**src/rtl/uart_rx_pkg.sv**
```systemverilog
// Shared widths, constants and helpers for the UART RX sampling stage.
package uart_rx_pkg;

  localparam int EDGE_W = 5;
  localparam int BIT_W  = 4;
  localparam logic [BIT_W-1:0] BIT_CNT_MAX = 4'd15;
  localparam logic RX_IDLE = 1'b1;
  localparam int MIN_PRESCALE_DEF = 4;

  function automatic logic [EDGE_W-1:0] clamp_prescale(
    input logic [EDGE_W-1:0] p,
    input logic [EDGE_W-1:0] floor_v
  );
    return (p < floor_v) ? floor_v : p;
  endfunction

  function automatic logic majority3(input logic a, input logic b, input logic c);
    return (a & b) | (a & c) | (b & c);
  endfunction

endpackage

```
**src/rtl/uart_rx_sync.sv**
```systemverilog
// RX line synchronizer; every stage resets to the idle level so the
// sampler never sees a false start bit coming out of reset.
module uart_rx_sync
  import uart_rx_pkg::*;
#(
  parameter int SYNC_STAGES = 2
) (
  input  logic CLK,
  input  logic RST,
  input  logic d,
  output logic q
);

  logic [SYNC_STAGES-1:0] sync_q;

  always_ff @(posedge CLK) begin
    if (!RST) begin
      sync_q <= {SYNC_STAGES{RX_IDLE}};
    end else begin
      sync_q <= {sync_q[SYNC_STAGES-2:0], d};
    end
  end

  assign q = sync_q[SYNC_STAGES-1];

endmodule

```
**src/rtl/uart_rx_sampler.sv**
```systemverilog
// UART RX oversampling stage: per-bit edge/bit counters and a three-sample
// mid-bit majority voter, gated by the RX FSM's enable and dat_samp_en.
module uart_rx_sampler
  import uart_rx_pkg::*;
#(
  parameter int SYNC_STAGES  = 2,
  parameter int MIN_PRESCALE = MIN_PRESCALE_DEF
) (
  input  logic              CLK,
  input  logic              RST,
  input  logic              RX_IN,
  input  logic [EDGE_W-1:0] Prescale,
  input  logic              enable,
  input  logic              dat_samp_en,
  output logic [EDGE_W-1:0] edge_cnt,
  output logic [BIT_W-1:0]  bit_cnt,
  output logic              sampled_bit,
  output logic              samp_valid
);

  localparam logic [EDGE_W-1:0] PRESC_FLOOR = EDGE_W'(MIN_PRESCALE);
  localparam logic [EDGE_W-1:0] ONE         = EDGE_W'(1);

  logic              rx_s;
  logic              enable_q;
  logic [EDGE_W-1:0] presc_q;
  logic [EDGE_W-1:0] presc_cur;
  logic [EDGE_W-1:0] mid;
  logic              last_edge;
  logic              samp_on;
  logic              cap0;
  logic              cap1;
  logic              cap2;
  logic              s0;
  logic              s1;
  logic              v0;
  logic              v1;

  uart_rx_sync #(
    .SYNC_STAGES(SYNC_STAGES)
  ) u_sync (
    .CLK (CLK),
    .RST (RST),
    .d   (RX_IN),
    .q   (rx_s)
  );

  // On the enable rising edge the freshly clamped Prescale is used directly,
  // so the first bit of a frame already runs at the new ratio.
  always_comb begin
    presc_cur = (enable && !enable_q) ? clamp_prescale(Prescale, PRESC_FLOOR) : presc_q;
    mid       = presc_cur >> 1;
    last_edge = (edge_cnt == presc_cur - ONE);
    samp_on   = enable && dat_samp_en;
    cap0      = samp_on && (edge_cnt == mid - ONE);
    cap1      = samp_on && v0 && (edge_cnt == mid);
    cap2      = samp_on && v1 && (edge_cnt == mid + ONE);
  end

  always_ff @(posedge CLK) begin
    if (!RST) begin
      enable_q <= 1'b0;
      presc_q  <= PRESC_FLOOR;
      edge_cnt <= '0;
      bit_cnt  <= '0;
    end else begin
      enable_q <= enable;
      if (enable) begin
        presc_q <= presc_cur;
        if (last_edge) begin
          edge_cnt <= '0;
          if (bit_cnt != BIT_CNT_MAX) begin
            bit_cnt <= bit_cnt + BIT_W'(1);
          end
        end else begin
          edge_cnt <= edge_cnt + ONE;
        end
      end else begin
        edge_cnt <= '0;
        bit_cnt  <= '0;
      end
    end
  end

  // v0/v1 mark a vote in progress; any gap in samp_on throws it away.
  always_ff @(posedge CLK) begin
    if (!RST) begin
      s0          <= 1'b0;
      s1          <= 1'b0;
      v0          <= 1'b0;
      v1          <= 1'b0;
      sampled_bit <= RX_IDLE;
      samp_valid  <= 1'b0;
    end else begin
      samp_valid <= cap2;
      if (cap2) begin
        sampled_bit <= majority3(s0, s1, rx_s);
      end
      if (!samp_on || cap2) begin
        v0 <= 1'b0;
        v1 <= 1'b0;
      end else if (cap0) begin
        s0 <= rx_s;
        v0 <= 1'b1;
        v1 <= 1'b0;
      end else if (cap1) begin
        s1 <= rx_s;
        v1 <= 1'b1;
      end
    end
  end

endmodule

```
**config.mk**
```make
export PLATFORM = sky130hd
export DESIGN_NAME = uart_rx_sampler
export DESIGN_NICKNAME = d
export VERILOG_FILES = /design/src/rtl/uart_rx_pkg.sv /design/src/rtl/uart_rx_sync.sv /design/src/rtl/uart_rx_sampler.sv
export SDC_FILE = /design/constraint.sdc
export NUM_CORES = 1
export LEC_CHECK = 0
export CAP_MARGIN = 25
export CORE_UTILIZATION = 48
export CTS_BUF_LIST = sky130_fd_sc_hd__clkbuf_16
export DETAILED_ROUTE_END_ITERATION = 8
export DONT_BUFFER_PORTS = 1
export PLACE_DENSITY = 0.59
export SETUP_SLACK_MARGIN = 0.1
export SKIP_CTS_REPAIR_TIMING = 1
export SLEW_MARGIN = 20
export SYNTH_ARGS = -nofsm -noshare
export SYNTH_HDL_FRONTEND = slang
export SYNTH_SLANG_ARGS = --single-unit
```
**constraint.sdc**
```tcl
create_clock -name CLK -period 8.1 [get_ports CLK]
set_input_delay 0.81 -clock CLK [delete_from_list [all_inputs] [get_ports CLK]]
set_output_delay 0.81 -clock CLK [all_outputs]
set_load 0.005 [all_outputs]
```
# Word level (Yosys, flattened, before mapping)
# Cells that the tools add are included.
dict set report word_totals {
  inputBits 10
  reg_bits 23
  out_inout_bits 11
  elab_cells 50
}
dict set report classes {
  n_reduce_logical 17
  mux 2
  add_sub_neg 5
  order_cmp 1
  bitwise 9
  eq_ne 5
}
# cell count
set ops {}
lappend ops {{$eq 5x5->1} 3}
lappend ops {{$mux 5} 2}
lappend ops {{$logic_and 1x1->1} 7}
lappend ops {{$reduce_and 2->1} 3}
lappend ops {{$reduce_or 3->1} 2}
lappend ops {{$add 4x1->5 const B} 1}
lappend ops {{$add 5x1->5 const B} 1}
lappend ops {{$eq 5x4->1} 1}
lappend ops {{$lt 5x3->1 const B} 1}
lappend ops {{$sub 4x1->5 const B} 1}
lappend ops {{$sub 5x1->5 const B} 1}
lappend ops {{$add 4x1->4 const B} 1}
lappend ops {{$ne 4x4->1 const B} 1}
lappend ops {{$not 1->1} 4}
lappend ops {{$and 1x1->1} 3}
lappend ops {{$reduce_and 3->1} 1}
lappend ops {{$logic_not 1->1} 2}
lappend ops {{$or 1x1->1} 2}
lappend ops {{$reduce_or 2->1} 1}
lappend ops {{$logic_or 1x1->1} 1}

# Longest topological paths before layout
dict set report depth {
  word_depth 9
  mapped_depth 10
}

# Modules after synthesis
# From an unflattened synthesis, not the netlist that was laid out.
dict set report hier_totals {
  cells_unflattened 162
  hier_area_um2 1501.4
}
# mod area_each_um2 cells_per_inst n_inst
set by_module_without_submodules {}
lappend by_module_without_submodules {uart_rx_sampler 1448.9 158 1}
lappend by_module_without_submodules {uart_rx_sync 52.6 4 1}

# Worst setup path after synthesis
# Ideal clock, no wire load.
dict set report synth_path {
  path_kind {in2reg}
  from {in Prescale[4]}
  to {reg sampled_bit}
  arrival_ps 3161
  path_slack_ps 4843
  n_path_buf 0
  path_stages 9
  required_time_ps 8005
  setup_time_ps 95
  path_cell_list {or3_1 a22oi_1 inv_1 ha_1 nor3b_1 mux2i_1 and3_4 or4_4 o311ai_1}
}
dict set report synth_via {
  elab_chain_cells 6
}
# item line
set synth_rtl {}
lappend synth_rtl {{start, declared} uart_rx_sampler.sv:12} ;# input logic [EDGE_W-1:0] Prescale,
lappend synth_rtl {{$lt 5x3->1} uart_rx_pkg.sv:14} ;# return (p < floor_v) ? floor_v : p;
lappend synth_rtl {{$mux 5} uart_rx_pkg.sv:14}
lappend synth_rtl {{$mux 5} uart_rx_sampler.sv:51} ;# presc_cur = (enable && !enable_q) ? clamp_prescale(Prescale, PRESC_FLOOR) : presc_q;
lappend synth_rtl {{via presc_cur[1]} uart_rx_sampler.sv:27} ;# logic [EDGE_W-1:0] presc_cur;
lappend synth_rtl {{$add 4x1->5} uart_rx_sampler.sv:57} ;# cap2 = samp_on && v1 && (edge_cnt == mid + ONE);
lappend synth_rtl {{$eq 5x5->1} uart_rx_sampler.sv:57}
lappend synth_rtl {{$logic_and 1x1->1} uart_rx_sampler.sv:57}
lappend synth_rtl {{end signal, assigned} uart_rx_sampler.sv:97} ;# sampled_bit <= majority3(s0, s1, rx_s);
lappend synth_rtl {{end, declared} uart_rx_sampler.sv:17} ;# output logic sampled_bit,
# The timed path passes the listed nets, and every way through them passes these cells.
# A chain may end at the register's enable or synchronous reset.

# Worst setup path after layout
dict set report layout_path {
  from {in Prescale[4]}
  to {reg edge_cnt[2]}
}
dict set report layout_via {
  elab_chain_cells 6
}
# item line
set layout_rtl {}
lappend layout_rtl {{$lt 5x3->1} uart_rx_pkg.sv:14}
lappend layout_rtl {{$mux 5 *} uart_rx_pkg.sv:14}
lappend layout_rtl {{$mux 5 *} uart_rx_sampler.sv:51}
lappend layout_rtl {{$sub 5x1->5 *} uart_rx_sampler.sv:53} ;# last_edge = (edge_cnt == presc_cur - ONE);
lappend layout_rtl {{$eq 5x5->1 *} uart_rx_sampler.sv:53}
lappend layout_rtl {{$reduce_or 3->1 (no line) *} --}
lappend layout_rtl {{end signal, assigned} uart_rx_sampler.sv:76} ;# edge_cnt <= edge_cnt + ONE;
lappend layout_rtl {{end, declared} uart_rx_sampler.sv:15} ;# output logic [EDGE_W-1:0] edge_cnt,
# Every way passes the cells marked *; elsewhere a longest branch is shown, timed or not.

==> results_dict.tcl <==
set metrics [dict create \
    status "completed" \
    drt_iter0_markers 46 \
    yosys_register_bits 23 \
    r2r_cells 9 \
    worstSetupPathType "input port to flop" \
    layout.cells.non_filler 220 \
    cts_tree "built" \
    num_antenna_cells 0 \
    die_h_um 58.9 \
    holdPathEnd "u_sync.sync_q[1]" \
    intPower_w 0.000202 \
    syn_avg_cell_area_um2 8.72 \
    seqCellArea_um2 460 \
    skew_ns 0.00639 \
    ant_nets 0 \
    yosysWarnings 0 \
    arrival_ns 3.49 \
    r2r-end "edge_cnt[2]" \
    grt_overflow 0 \
    vias 1312 \
    setup_tns_ns 0 \
    hold_start "u_sync.sync_q[0]" \
    synth_top_area_cell "dfxtp_1" \
    multi_input_area_mm2 0.00103 \
    path_cells "or3_1 > a22oi_1 > ha_1 > and4b_2 > a221oi_1 > and3_1 > or2_2 > o31ai_1 > nor2_1" \
    clkLatencyLatePin_ns 0.26 \
    htreeDepth 1 \
    syn_to_final_growth_pct 6.69 \
    p_switching_w 0.0000728 \
    cp_slowest_cell "o31ai_1" \
    fin_crit_sh_pct 41.6 \
    start_util_pct 50.8 \
    grt_pass1_wl_mm 5.86 \
    async_reset_ff_share_pct 0 \
    fin_nets 192 \
    fmax_ghz 0.297 \
    dieArea_mm2 0.00346 \
    setup_viol 0 \
    hold_path.class "flop to flop" \
    slew_violations 0 \
    cts_root_buf "clkbuf_16" \
    vdd_drop_max_mv 0.110 \
    io_pins 21 \
    seq_power_share_pct 44.0 \
    rsz0062_at_grt "false" \
    r2r_start "enable_q" \
    n_fill_cell 303 \
    groute.usage.overall_pct 22.8 \
    fin_ws_ns 4.73 \
    routedWlPerCell_um 16.3 \
    final_area_mm2 0.00166 \
    syn_inst 178 \
    rows 20 \
    antenna_found_initial 0 \
    core_area_mm2 0.00305 \
    worstPathMaxFanout 7 \
    holdWs_ns 0.421 \
    rrSetupSlack_ns 4.95 \
    worstMarginPinSlew_ns 0.719 \
    synth_cell_types 57 \
    cp-end-kind "flop" \
    synth_ff_type "dfxtp_1" \
    cts.sinks 23 \
    place_congestion 0.884 \
    period_needed_ns 3.37 \
    max-cap-violations 0 \
    final_layout_size_suffix_gt1_share_pct 10.2 \
    max_slew_margin_pct 50.7 \
    p_comb_share_pct 16.2 \
    viasPerCell 5.96 \
    drt_wl_total_mm 3.58 \
    ctsLongestPathBuffers 2 \
    drt_first_pass_iters 4 \
    hold_viol_final 0 \
    worstPathRequired_ns 8.22 \
    p_clk_share_pct 39.8 \
    numCtsBuffers 3 \
    die_w_um 58.9 \
    grt_max_degree 15 \
    synth_edf_count 0 \
    total_leakage_power_nw 0.611 \
    numPortBuffers 0 \
    dp.cells 216 \
    mappedNetlistNets 193 \
    seq_area_frac_synth_pct 29.7 \
    holdPathStages 1 \
    synth_top_area_share_pct 29.7 \
    power_density_mw_per_mm2 166 \
    place_ws_ns 4.50 \
    dp_hpwl_mm 2.70 \
    synth_area_leaders "dfxtp_1 30%, mux2i_1 5.2%, xnor2_1 4.5%, ha_1 4.0%, nor2_1 3.4%" \
    syn-cell-area_mm2 0.00155 \
    grt_pass1_vias 1263 \
    critPathMaxStageDelay_ns 0.56 \
    startpoint_type "input port" \
    clkTransAtPathRegs_ns 0.06 \
    place_area_mm2 0.00158 \
    remaining_drc_errors 0 \
    switching_share_pct 26.5 \
]
-- power by group through the flow --
| stage | clock, W | sequential [W] | combinational [W] |
|---|---|---|---|
| detailed placement | 0 | 0.000123 | 0.0000438 |
| CTS | 0.000110 | 0.000121 | 0.0000441 |
| global placement | 0 | 0.000123 | 0.0000433 |
| floorplan | 0 | 0.000122 | 0.0000383 |
| global route | 0.000116 | 0.000121 | 0.0000492 |
| finish | 0.000109 | 0.000121 | 0.0000444 |
-- registers in the layout, summed over array words and instances, names as in the netlist --
signal         flops
presc_q            5
s1                 1
u_sync.sync_q      2
samp_valid         1
bit_cnt            4
v1                 1
s0                 1
v0                 1
edge_cnt           5
enable_q           1
sampled_bit        1
-- worst max path at each step --
stage                      startpoint          end  slack, ns  cells after the start
after floorplan           Prescale[4]  sampled_bit       4.84                      9
after global placement    Prescale[4]  edge_cnt[4]       4.60                      9
after detailed placement  Prescale[4]  edge_cnt[2]       4.50                      9
after CTS                 Prescale[4]  edge_cnt[2]       4.77                      9
after global routing      Prescale[4]  edge_cnt[2]       4.52                      9
final                     Prescale[4]  edge_cnt[2]       4.73                      9
-- metal layers --
| metal | vias up | routed length [um] | global-route usage (%) |
|---|---|---|---|
| met4 | 0 | 83 | 10.9 |
| met3 | 9 | 185 | 4.40 |
| li1 | 655 | - | - |
| met5 | - | 0 | 0 |
| met2 | 36 | 1590 | 34.7 |
| met1 | 612 | 1720 | 30.9 |
-- placed cells by master, fill, tap and decap left out, drive strengths merged, types with 3 or more instances in the layout --
cell,Yosys,routed
a21oi,4,4
and3,5,5
clkbuf,4,3
dfxtp,23,23
ha,5,5
inv,9,9
mux2i,8,8
nand2,11,11
nand2b,7,7
nand3,7,7
nor2,14,14
nor2b,7,7
nor4,5,5
o211ai,4,4
o21ai,5,5
o311ai,3,3
or3,3,3
or4,3,3
xnor2,8,8
xor2,6,6
-- layout make-up --
class,instances,area share (%)
Tap cell,44,3.33
Multi-Input combinational cell,140,62.0
Sequential cell,23,27.8
Inverter,9,2.04
Clock buffer,3,4.54
Clock inverter,1,0.302
-- cells by family (layout without fill, tap and decap cells) --
kind of cell,count (synthesis),after routing,synth area share [%]
and+or+nand+nor,79,79,31.1
AOI/OAI and AO/OA,33,33,16.2
DFF,23,23,29.7
buffers and inverters,15,13,4.19
xor gates and xnor gates,14,14,7.90
muxes,9,9,6.86
adders and majority gates,5,5,4.03
-- synthesized netlist by cell type, types with 3 or more instances --
| master | n |
|---|---|
| a21oi_1 | 4 |
| and3_1 | 4 |
| clkbuf_1 | 4 |
| dfxtp_1 | 23 |
| ha_1 | 5 |
| inv_1 | 8 |
| mux2i_1 | 8 |
| nand2_1 | 11 |
| nand2b_1 | 7 |
| nand3_1 | 7 |
| nor2_1 | 14 |
| nor2b_1 | 6 |
| nor4_1 | 4 |
| o211ai_1 | 4 |
| o21ai_0 | 5 |
| or3_1 | 3 |
| xnor2_1 | 8 |
| xor2_1 | 6 |
-- critical path: cells and delay by family --
kind / cells / cell delay, ns
compound gates: 3 / 1.15
fa+ha+maj: 1 / 0.28
simple gates: 5 / 1.27
-- stage by stage --
step                total power, W  util [%]
floorplan                 0.000160         -
global placement          0.000167      51.6
detailed placement        0.000167      51.6
CTS                       0.000275      54.2
global route              0.000286      54.2
finish                    0.000274      54.2
Power figures use the tool's default switching activity.
